## src/rtl/prg_ctr_pkg.sv

```systemverilog
// Shared types for the program-counter unit: run states, PC operations,
// the decoded control strobe bundle and the priority encoder.
package prg_ctr_pkg;

  localparam int PC_W_DEF  = 16;
  localparam int OFF_W_DEF = 6;
  localparam int DEPTH_DEF = 4;

  // Encoded so that running/halted are single state bits.
  typedef enum logic [1:0] {
    IDLE = 2'b00,
    RUN  = 2'b01,
    HALT = 2'b10
  } run_state_t;

  typedef enum logic [2:0] {
    HOLD,
    INC,
    ABS,
    REL,
    CALL,
    RET
  } pc_op_t;

  typedef struct packed {
    logic stall;
    logic done;
    logic ret;
    logic call;
    logic abs_jump;
    logic rel_jump;
  } pc_ctrl_t;

  // Only one operation wins; lower-priority strobes are dropped entirely.
  function automatic pc_op_t pc_op_sel(input pc_ctrl_t c);
    if (c.stall || c.done) return HOLD;
    if (c.ret)             return RET;
    if (c.call)            return CALL;
    if (c.abs_jump)        return ABS;
    if (c.rel_jump)        return REL;
    return INC;
  endfunction

endpackage

```

## src/rtl/prg_ctr_stk_if.sv

```systemverilog
// Decoder-facing bundle of the program-counter unit: control strobes in,
// PC and run/stack status out.
interface prg_ctr_stk_if
  import prg_ctr_pkg::*;
#(
  parameter int PC_W  = PC_W_DEF,
  parameter int OFF_W = OFF_W_DEF,
  parameter int DEPTH = DEPTH_DEF
);
  localparam int CW = $clog2(DEPTH + 1);

  logic             start;
  logic             done;
  logic             stall;
  logic             abs_jump;
  logic             rel_jump;
  logic             call;
  logic             ret;
  logic [OFF_W-1:0] target;

  logic [PC_W-1:0]  PC;
  logic             running;
  logic             halted;
  logic [CW-1:0]    depth;
  logic             stack_err;

  modport master (
    output start, done, stall, abs_jump, rel_jump, call, ret, target,
    input  PC, running, halted, depth, stack_err
  );

  modport slave (
    input  start, done, stall, abs_jump, rel_jump, call, ret, target,
    output PC, running, halted, depth, stack_err
  );

endinterface

```

## src/rtl/ret_stack.sv

```systemverilog
// Return-address LIFO. Pushes when full and pops when empty are ignored;
// the owner decides what those mean.
module ret_stack #(
  parameter int W     = 16,
  parameter int DEPTH = 4,
  localparam int CW   = $clog2(DEPTH + 1),
  localparam int IW   = (DEPTH > 1) ? $clog2(DEPTH) : 1
) (
  input  logic          clk,
  input  logic          reset,
  input  logic          push,
  input  logic          pop,
  input  logic          clear,
  input  logic [W-1:0]  din,
  output logic [W-1:0]  dout,
  output logic          full,
  output logic          empty,
  output logic [CW-1:0] count
);

  logic [W-1:0]  mem [DEPTH];
  logic [CW-1:0] cnt_q;
  logic [IW-1:0] wr_idx, rd_idx;

  assign wr_idx = IW'(cnt_q);
  assign rd_idx = IW'(cnt_q - CW'(1));
  assign full   = (cnt_q == CW'(DEPTH));
  assign empty  = (cnt_q == '0);
  assign count  = cnt_q;
  assign dout   = mem[rd_idx];

  always_ff @(posedge clk or posedge reset) begin
    if (reset) begin
      cnt_q <= '0;
      for (int i = 0; i < DEPTH; i++) mem[i] <= '0;
    end else if (clear) begin
      cnt_q <= '0;
    end else if (push && !full) begin
      mem[wr_idx] <= din;
      cnt_q       <= cnt_q + CW'(1);
    end else if (pop && !empty) begin
      cnt_q <= cnt_q - CW'(1);
    end
  end

endmodule

```

## src/rtl/prg_ctr_stk.sv

```systemverilog
// Fetch-stage program counter with IDLE/RUN/HALT run control, stall,
// absolute/relative jumps and a call/return stack.
module prg_ctr_stk
  import prg_ctr_pkg::*;
#(
  parameter int PC_W  = PC_W_DEF,
  parameter int OFF_W = OFF_W_DEF,
  parameter int DEPTH = DEPTH_DEF,
  localparam int CW   = $clog2(DEPTH + 1)
) (
  input  logic         clk,
  input  logic         reset,
  prg_ctr_stk_if.slave bus
);

  run_state_t      state_q, state_d;
  pc_ctrl_t        ctrl;
  pc_op_t          op;
  logic [PC_W-1:0] pc_q, pc_d, pc_inc, off_sx, tgt_zx, stk_top;
  logic            err_q, err_d;
  logic            in_run, start_ev, push, pop, full, empty;
  logic [CW-1:0]   cnt;

  assign in_run   = (state_q == RUN);
  assign start_ev = !in_run && bus.start;

  assign ctrl = '{stall:    bus.stall,
                  done:     bus.done,
                  ret:      bus.ret,
                  call:     bus.call,
                  abs_jump: bus.abs_jump,
                  rel_jump: bus.rel_jump};
  assign op   = in_run ? pc_op_sel(ctrl) : HOLD;

  // All PC arithmetic wraps modulo 2^PC_W.
  assign pc_inc = pc_q + PC_W'(1);
  assign off_sx = PC_W'($signed(bus.target));
  assign tgt_zx = PC_W'(bus.target);

  assign push = (op == CALL);
  assign pop  = (op == RET) && !empty;

  ret_stack #(.W(PC_W), .DEPTH(DEPTH)) u_stk (
    .clk   (clk),
    .reset (reset),
    .push  (push),
    .pop   (pop),
    .clear (start_ev),
    .din   (pc_inc),
    .dout  (stk_top),
    .full  (full),
    .empty (empty),
    .count (cnt)
  );

  always_ff @(posedge clk or posedge reset) begin
    if (reset) state_q <= IDLE;
    else       state_q <= state_d;
  end

  always_comb begin
    state_d = state_q;
    case (state_q)
      IDLE:    if (bus.start) state_d = RUN;
      RUN:     if (bus.done && !bus.stall) state_d = HALT;
      HALT:    if (bus.start) state_d = RUN;
      default: state_d = IDLE;
    endcase
  end

  always_comb begin
    bus.running   = (state_q == RUN);
    bus.halted    = (state_q == HALT);
    bus.PC        = pc_q;
    bus.depth     = cnt;
    bus.stack_err = err_q;
  end

  always_comb begin
    pc_d  = pc_q;
    err_d = err_q;
    if (start_ev) begin
      pc_d  = '0;
      err_d = 1'b0;
    end else begin
      case (op)
        INC:  pc_d = pc_inc;
        ABS:  pc_d = tgt_zx;
        REL:  pc_d = pc_q + off_sx;
        CALL: begin
          pc_d = tgt_zx;
          if (full) err_d = 1'b1;
        end
        // Underflow still advances so the program keeps fetching.
        RET: begin
          if (empty) begin
            pc_d  = pc_inc;
            err_d = 1'b1;
          end else begin
            pc_d = stk_top;
          end
        end
        default: pc_d = pc_q;
      endcase
    end
  end

  always_ff @(posedge clk or posedge reset) begin
    if (reset) begin
      pc_q  <= '0;
      err_q <= 1'b0;
    end else begin
      pc_q  <= pc_d;
      err_q <= err_d;
    end
  end

endmodule

```

## src/flat_wrapper.sv

```systemverilog
// flat-port wrapper written by rule: the top's interface ports become plain ports
module prg_ctr_stk_flat import prg_ctr_pkg::*;
#(
  parameter int PC_W  = PC_W_DEF,
  parameter int OFF_W = OFF_W_DEF,
  parameter int DEPTH = DEPTH_DEF,
  localparam int CW   = $clog2(DEPTH + 1)
)
  (clk, reset, bus_start, bus_done, bus_stall, bus_abs_jump, bus_rel_jump, bus_call, bus_ret, bus_target, bus_PC, bus_running, bus_halted, bus_depth, bus_stack_err);
  prg_ctr_stk_if #(.PC_W(PC_W), .OFF_W(OFF_W), .DEPTH(DEPTH)) bus_i ();
  input  logic clk;
  input  logic reset;
  input wire logic [$bits(bus_i.start)-1:0] bus_start;
  input wire logic [$bits(bus_i.done)-1:0] bus_done;
  input wire logic [$bits(bus_i.stall)-1:0] bus_stall;
  input wire logic [$bits(bus_i.abs_jump)-1:0] bus_abs_jump;
  input wire logic [$bits(bus_i.rel_jump)-1:0] bus_rel_jump;
  input wire logic [$bits(bus_i.call)-1:0] bus_call;
  input wire logic [$bits(bus_i.ret)-1:0] bus_ret;
  input wire logic [$bits(bus_i.target)-1:0] bus_target;
  output wire logic [$bits(bus_i.PC)-1:0] bus_PC;
  output wire logic [$bits(bus_i.running)-1:0] bus_running;
  output wire logic [$bits(bus_i.halted)-1:0] bus_halted;
  output wire logic [$bits(bus_i.depth)-1:0] bus_depth;
  output wire logic [$bits(bus_i.stack_err)-1:0] bus_stack_err;
  assign bus_i.start = bus_start;
  assign bus_i.done = bus_done;
  assign bus_i.stall = bus_stall;
  assign bus_i.abs_jump = bus_abs_jump;
  assign bus_i.rel_jump = bus_rel_jump;
  assign bus_i.call = bus_call;
  assign bus_i.ret = bus_ret;
  assign bus_i.target = bus_target;
  assign bus_PC = bus_i.PC;
  assign bus_running = bus_i.running;
  assign bus_halted = bus_i.halted;
  assign bus_depth = bus_i.depth;
  assign bus_stack_err = bus_i.stack_err;
  prg_ctr_stk #(.PC_W(PC_W), .OFF_W(OFF_W), .DEPTH(DEPTH)) u_core (.clk(clk), .reset(reset), .bus(bus_i));
endmodule
```

## config.mk

```make
export PLATFORM = sky130hd
export DESIGN_NAME = prg_ctr_stk_flat
export DESIGN_NICKNAME = d
export VERILOG_FILES = /design/src/rtl/prg_ctr_pkg.sv /design/src/rtl/prg_ctr_stk_if.sv /design/src/rtl/ret_stack.sv /design/src/rtl/prg_ctr_stk.sv /design/src/flat_wrapper.sv
export SDC_FILE = /design/constraint.sdc
export NUM_CORES = 1
export LEC_CHECK = 0
export CAP_MARGIN = 0
export CORE_UTILIZATION = 30
export CTS_BUF_LIST = sky130_fd_sc_hd__clkbuf_16
export DETAILED_ROUTE_END_ITERATION = 12
export DONT_BUFFER_PORTS = 1
export REMOVE_ABC_BUFFERS = 1
export SETUP_SLACK_MARGIN = 0.2
export SLEW_MARGIN = 20
export SYNTH_ARGS = -nofsm -noshare
export SYNTH_HDL_FRONTEND = slang
export SYNTH_HIERARCHICAL = 1
export SYNTH_SLANG_ARGS = --single-unit
export TNS_END_PERCENT = 50
```

## constraint.sdc

```tcl
create_clock -name clk -period 3.1 [get_ports clk]
set_input_delay 0.465 -clock clk [delete_from_list [all_inputs] [get_ports clk]]
set_output_delay 0.465 -clock clk [all_outputs]
set_load 0.02 [all_outputs]
```

# Word level (Yosys, flattened, before mapping)
# Cells that the tools add are included.
# word_totals
output_inout_bits,22
word_cells,96
in_bits,15
register_bits,86
# classes
n_addsub,4
eq_ne,12
muxes,45
bitwise,3
n_lt_le_gt_ge,3
n_reduce_logical,21
# op_table
operator,count
$mux W16,5
$bwmux W64,1
$pmux W16 S4,1
$mux W3,14
$bmux W16 S2,1
$demux W16 S2,1
$mux W1,18
$add A16 B1 Y16 const B,1
$add A16 B16 Y16,1
$eq A3 B3 Y1 const B,3
$eq A3 B2 Y1 const B,2
$ge A3 B3 Y1 const B,2
$logic_and A1 B1 Y1,6
$ne A3 B1 Y1 const B,2
$not A2 Y3,2
$reduce_bool A3 Y1,2
$reduce_bool A5 Y1,1
$logic_not A1 Y1,4
$mux W2,2
$pmux W2 S2,1
$reduce_and A2 Y1,2
$reduce_or A2 Y1,2
$add A3 B1 Y3 const B,1
$eq A3 B1 Y1 const B,1
other kinds (12),12

# Depth between registers and ports, before layout
# logic_depth
ltp_word,24
depth_mapped,12
depth_no_buf,10

# Modules after synthesis
# The synthesis kept the hierarchy.
# by_module_without_submodules
mod,cells_per_inst,area_each_um2,seq_area_each_um2,instances
ret_stack,190,3296.9,1676.6,1
prg_ctr_stk,272,2152.1,475.5,1

# Least setup slack after synthesis
# OpenSTA, ideal clock, no wires.
# synth_timing
path_type,register -> register
start,"reg u_core.u_stk.cnt_q[0], in the netlist u_core/u_stk/count[0]"
end,"reg u_core.pc_q[6], in the netlist u_core/bus.PC[6]"
period_less_slack_ns,3.172
t_required_ns,2.978
setup_ns,0.122
path_slack_ns,-0.072
path_buffers,4
t_arrival_ns,3.050
stages_incl_launch_ff,13
path_cell_list,dfrtp_1 buf_4 buf_2 inv_1 ha_1 buf_2 buf_2 mux4_2 o21ai_0 o21ba_2 a211o_1 a31o_2 a32o_1
# synth_between
elab_chain_len,8
elab_cells_between_ends,9
cone_classes,add/sub (1); mux (6); bitwise (1); reduce/logical (1)
# synth_lines
element,line_no,rtl
"start, declared",ret_stack.sv:22,logic [CW-1:0] cnt_q;
"start signal, assigned",ret_stack.sv:40,cnt_q <= cnt_q + CW'(1);
"start signal, assigned",ret_stack.sv:42,cnt_q <= cnt_q - CW'(1);
$sub A3 B1 Y3,ret_stack.sv:26,assign rd_idx = IW'(cnt_q - CW'(1));
$not A2 Y3 (not written as such),ret_stack.sv:30,assign dout = mem[rd_idx];
$bmux W16 S2,ret_stack.sv:30,
$mux W16 (not written as such) (2 in a row),ret_stack.sv:30,
named net u_core.stk_top[6],prg_ctr_stk.sv:19,"logic [PC_W-1:0] pc_q, pc_d, pc_inc, off_sx, tgt_zx, stk_top;"
$mux W16,prg_ctr_stk.sv:96,if (empty) begin
$pmux W16 S4,prg_ctr_stk.sv:86,case (op)
$mux W16,prg_ctr_stk.sv:82,if (start_ev) begin
"end signal, assigned",prg_ctr_stk.sv:113,pc_q <= pc_d;
"end, declared",prg_ctr_stk.sv:19,
# The timed path passes the listed nets, and every way through them passes these cells. The select of a mux whose other input is x is not followed.
# A chain may end at the register's enable or synchronous reset.

# Worst setup path after layout
# layout_timing
start,"reg u_core.pc_q[6], in the netlist u_core/bus.PC[6]"
end,"reg u_core.pc_q[15], in the netlist u_core/bus.PC[15]"
# layout_between
elab_chain_len,4
elab_cells_between_ends,5
cone_classes,add/sub (2); mux (3)
# layout_lines
element,line_no,rtl
$add A16 B1 Y16,prg_ctr_stk.sv:36,assign pc_inc = pc_q + PC_W'(1);
$mux W16,prg_ctr_stk.sv:96,
$pmux W16 S4 (*),prg_ctr_stk.sv:86,
$mux W16 (*),prg_ctr_stk.sv:82,
# Every way passes the cells marked *; elsewhere a longest branch is shown, timed or not.

==> metrics <==
status=finished clean; Reg power frac=0.362; Net Sw Power=1.531 mW; Post-Synthesis Cell Area=5449 sq um; most common cell after layout, fill and taps aside=dfrtp_1; post-route setup slack=0.4515 ns; Clk Latency, worst-skew pair=between 0.3 and 0.4 ns; Final Critical Period=about 2.6 ns; routed len/inst=20.87 um; Clock Sinks=between 80 and 90; Final period util=0.8544; die width=136.8 um; core area=17540 sq um; Detailed Route WL=14.63 mm; first-pass GRT wire length=between 20 and 25 mm; via count=~3800; area of the multi-input gates=a little over 3000 sq um; Mapped Cells=462; crit path capture type=register; GP Congestion=0.9262; worst clock skew=0.007045 ns; R2R cell count=8; root buf cell=clkbuf_16; # IOs=37; RSZ-0062 raised after global routing=false; asr flop ratio synth=1.000; pre-CTS setup slack=0.3794 ns; crit path max fanout=7; Final ANT Viol Nets=0; PD cells=670.5 nW/um^2; clock share of power=0.235; Worst VDD drop=0.0003124 V; IO buf count=0; FMAX=377.6 MHz; largest net degree at the start of global routing=43; Synthesis Warnings=6; layout cells sized above 1=0.2815; CTS tree=yes; # hold bufs at CTS=0; Syn-to-layout area delta=9.851%; Worst-path clk slew=roughly 0.060 ns; leakage power=2.839 nW; fin. max-slew vios=0; Worst-Margin Slew=0.8998 ns; Final #Nets=between 500 and 600; TritonRoute pass-1 iters=5; CTS Buf Count=9; startpoint types=register; area of the die=18710 sq um; Antenna Cells=0; Post-synth EDFFs=0; grt ovf=0; Total GRT Usage=0.1679; H-tree depth=3; Reg area=2152 sq um; most frequent cells in the layout=86 x dfrtp_1, 40 x mux2_4, 26 x o21ai_0, 26 x mux2_2, 24 x a21oi_1; CP Data Arrival Time=2.87 ns; number of global-route vias before repair=4106; post_cts resized=0; HPWL after detailed placement=10.62 mm; Post-CTS Setup Bufs=0; Critical Path RT=roughly 3.3 ns; power consumption=4.014 mW; CP Class=reg2reg; syn avg cell area=11.79 sq um; Seq/Total Area, Yosys=0.3949; sw frac=0.3815; fill count=roughly 1800; final setup violation count=0; remaining routing DRC violations=0; Comb power frac=0.403; Bufs on Longest Clock Path=2; Most used DFF post-synth=dfrtp_1; Int Pwr=between 2 and 2.5 mW; initial antenna violation count=0; synthesized flop and latch total=86; HP Class=in2async; Die Span Y=136.8 um; vias per inst=5.472; row count=48; drt initial violations=303; Yosys cell types=a little under 70; final hold violations=0; starting density of the core=0.3107; Max-slew headroom=0.3995; Max-Cap Viols=0
## routing by layer
metal | vias to the layer above | share of wire | GRT usage
li1 | 1736 | - | -
met1 | 1950 | 0.44 | 0.2194
met2 | 124 | 0.47 | 0.2671
met3 | 26 | 0.070 | 0.04222
met4 | 0 | 0.019 | 0.06227
met5 | - | 0 | 0
## per-stage QoR
| stage | setup TNS [ns] | instance area [sq um] | utilization | instances | hold slack, ns |
|---|---|---|---|---|---|
| floorplan | -0.8357 | 5284 | - | 441 | 0.4161 |
| global placement | 0 | 5741 | 0.3273 | 687 | 0.4822 |
| detailed placement | 0 | 5741 | 0.3273 | 687 | 0.4901 |
| CTS | 0 | 5986 | 0.3413 | 701 | 0.2084 |
| global route | 0 | 5986 | 0.3413 | 701 | 0.2527 |
| finish | 0 | 5986 | 0.3413 | 701 | 0.1742 |
## synth_stat cells (3+ instances only)
library cell	n	area, sq um
a21o_1	5	37.54
a21oi_1	24	120.1
a221oi_1	3	26.28
a222oi_1	4	40.04
a22oi_1	7	52.55
a31oi_1	6	37.54
and3_1	6	37.54
buf_2	5	25.02
buf_6	3	33.78
buf_8	3	45.04
clkbuf_1	7	26.28
dfrtp_1	86	2152
ha_1	21	262.8
inv_1	16	60.06
mux2_2	26	292.8
mux2_4	40	600.6
mux2i_1	4	40.04
mux4_2	16	360.4
nand2_1	21	78.83
nand2_4	3	33.78
nand2b_1	3	18.77
nand3_1	7	35.03
nand4_1	4	25.02
nor2_1	23	86.33
nor2b_1	7	43.79
nor3_1	8	40.04
o211ai_1	3	22.52
o21ai_0	26	130.1
xnor2_1	14	122.6
xor2_1	12	105.1
## worst max-delay path, stage by stage, from the launching register on
cell      delay [ns]
dfrtp_1         0.62
ha_1            0.38
a21oi_1         0.21
nor2_1          0.06
o41ai_1         0.33
o31ai_1         0.20
a221oi_1        0.41
mux2i_1         0.23
o21ai_0         0.09
## registers in the layout (all words and copies together), names as in the netlist
| name | cells |
|---|---|
| u_core/bus.stack_err | 1 |
| u_core/bus.PC | 16 |
| u_core/u_stk/count | 3 |
| u_core/state_q | 2 |
| u_core/u_stk/mem | 64 |
## layout make-up
class / instances / share of cell area
clock inverter: 5 / 0.003344
timing repair buffer: 21 / 0.02843
sequential: 86 / 0.3595
tap: 225 / 0.04703
clock buffer: 9 / 0.03763
inverter: 16 / 0.01003
multi-input combinational: 339 / 0.5140
## path summary, 6_finish.rpt
path | endpoint | start | slack (ns)
worst max-delay path | u_core/bus.PC[15] | u_core/bus.PC[6] | 0.45
worst min-delay path | u_core/u_stk/mem[53] | reset | 0.17
worst max register to register | u_core/bus.PC[15] | u_core/bus.PC[6] | 0.45
worst min register to register | u_core/u_stk/mem[55] | u_core/u_stk/mem[55] | 0.50
max in group asynchronous | u_core/u_stk/mem[2] | reset | 2.16
min in group clk | u_core/state_q[0] | bus_start | 0.28
## power groups by stage
stage	clock network, mW	logic [mW]	registers (mW)
final	0.944	1.62	1.45
after global routing	1.01	1.75	1.48
after CTS	0.970	1.62	1.45
after detailed placement	0	1.61	1.47
after global placement	0	1.58	1.46
after floorplan	0	1.03	1.53
## cell families after synthesis
family	count (synthesis)	share of synthesized area
xor gates and xnor gates	26	0.04179
DFF	86	0.3949
adders and majority gates	22	0.05189
buffers and inverters	37	0.04133
AOI/OAI and AO/OA	101	0.1219
muxes	86	0.2374
and+or+nand+nor	104	0.1107
Note: power is estimated with default switching activity, not from simulation.
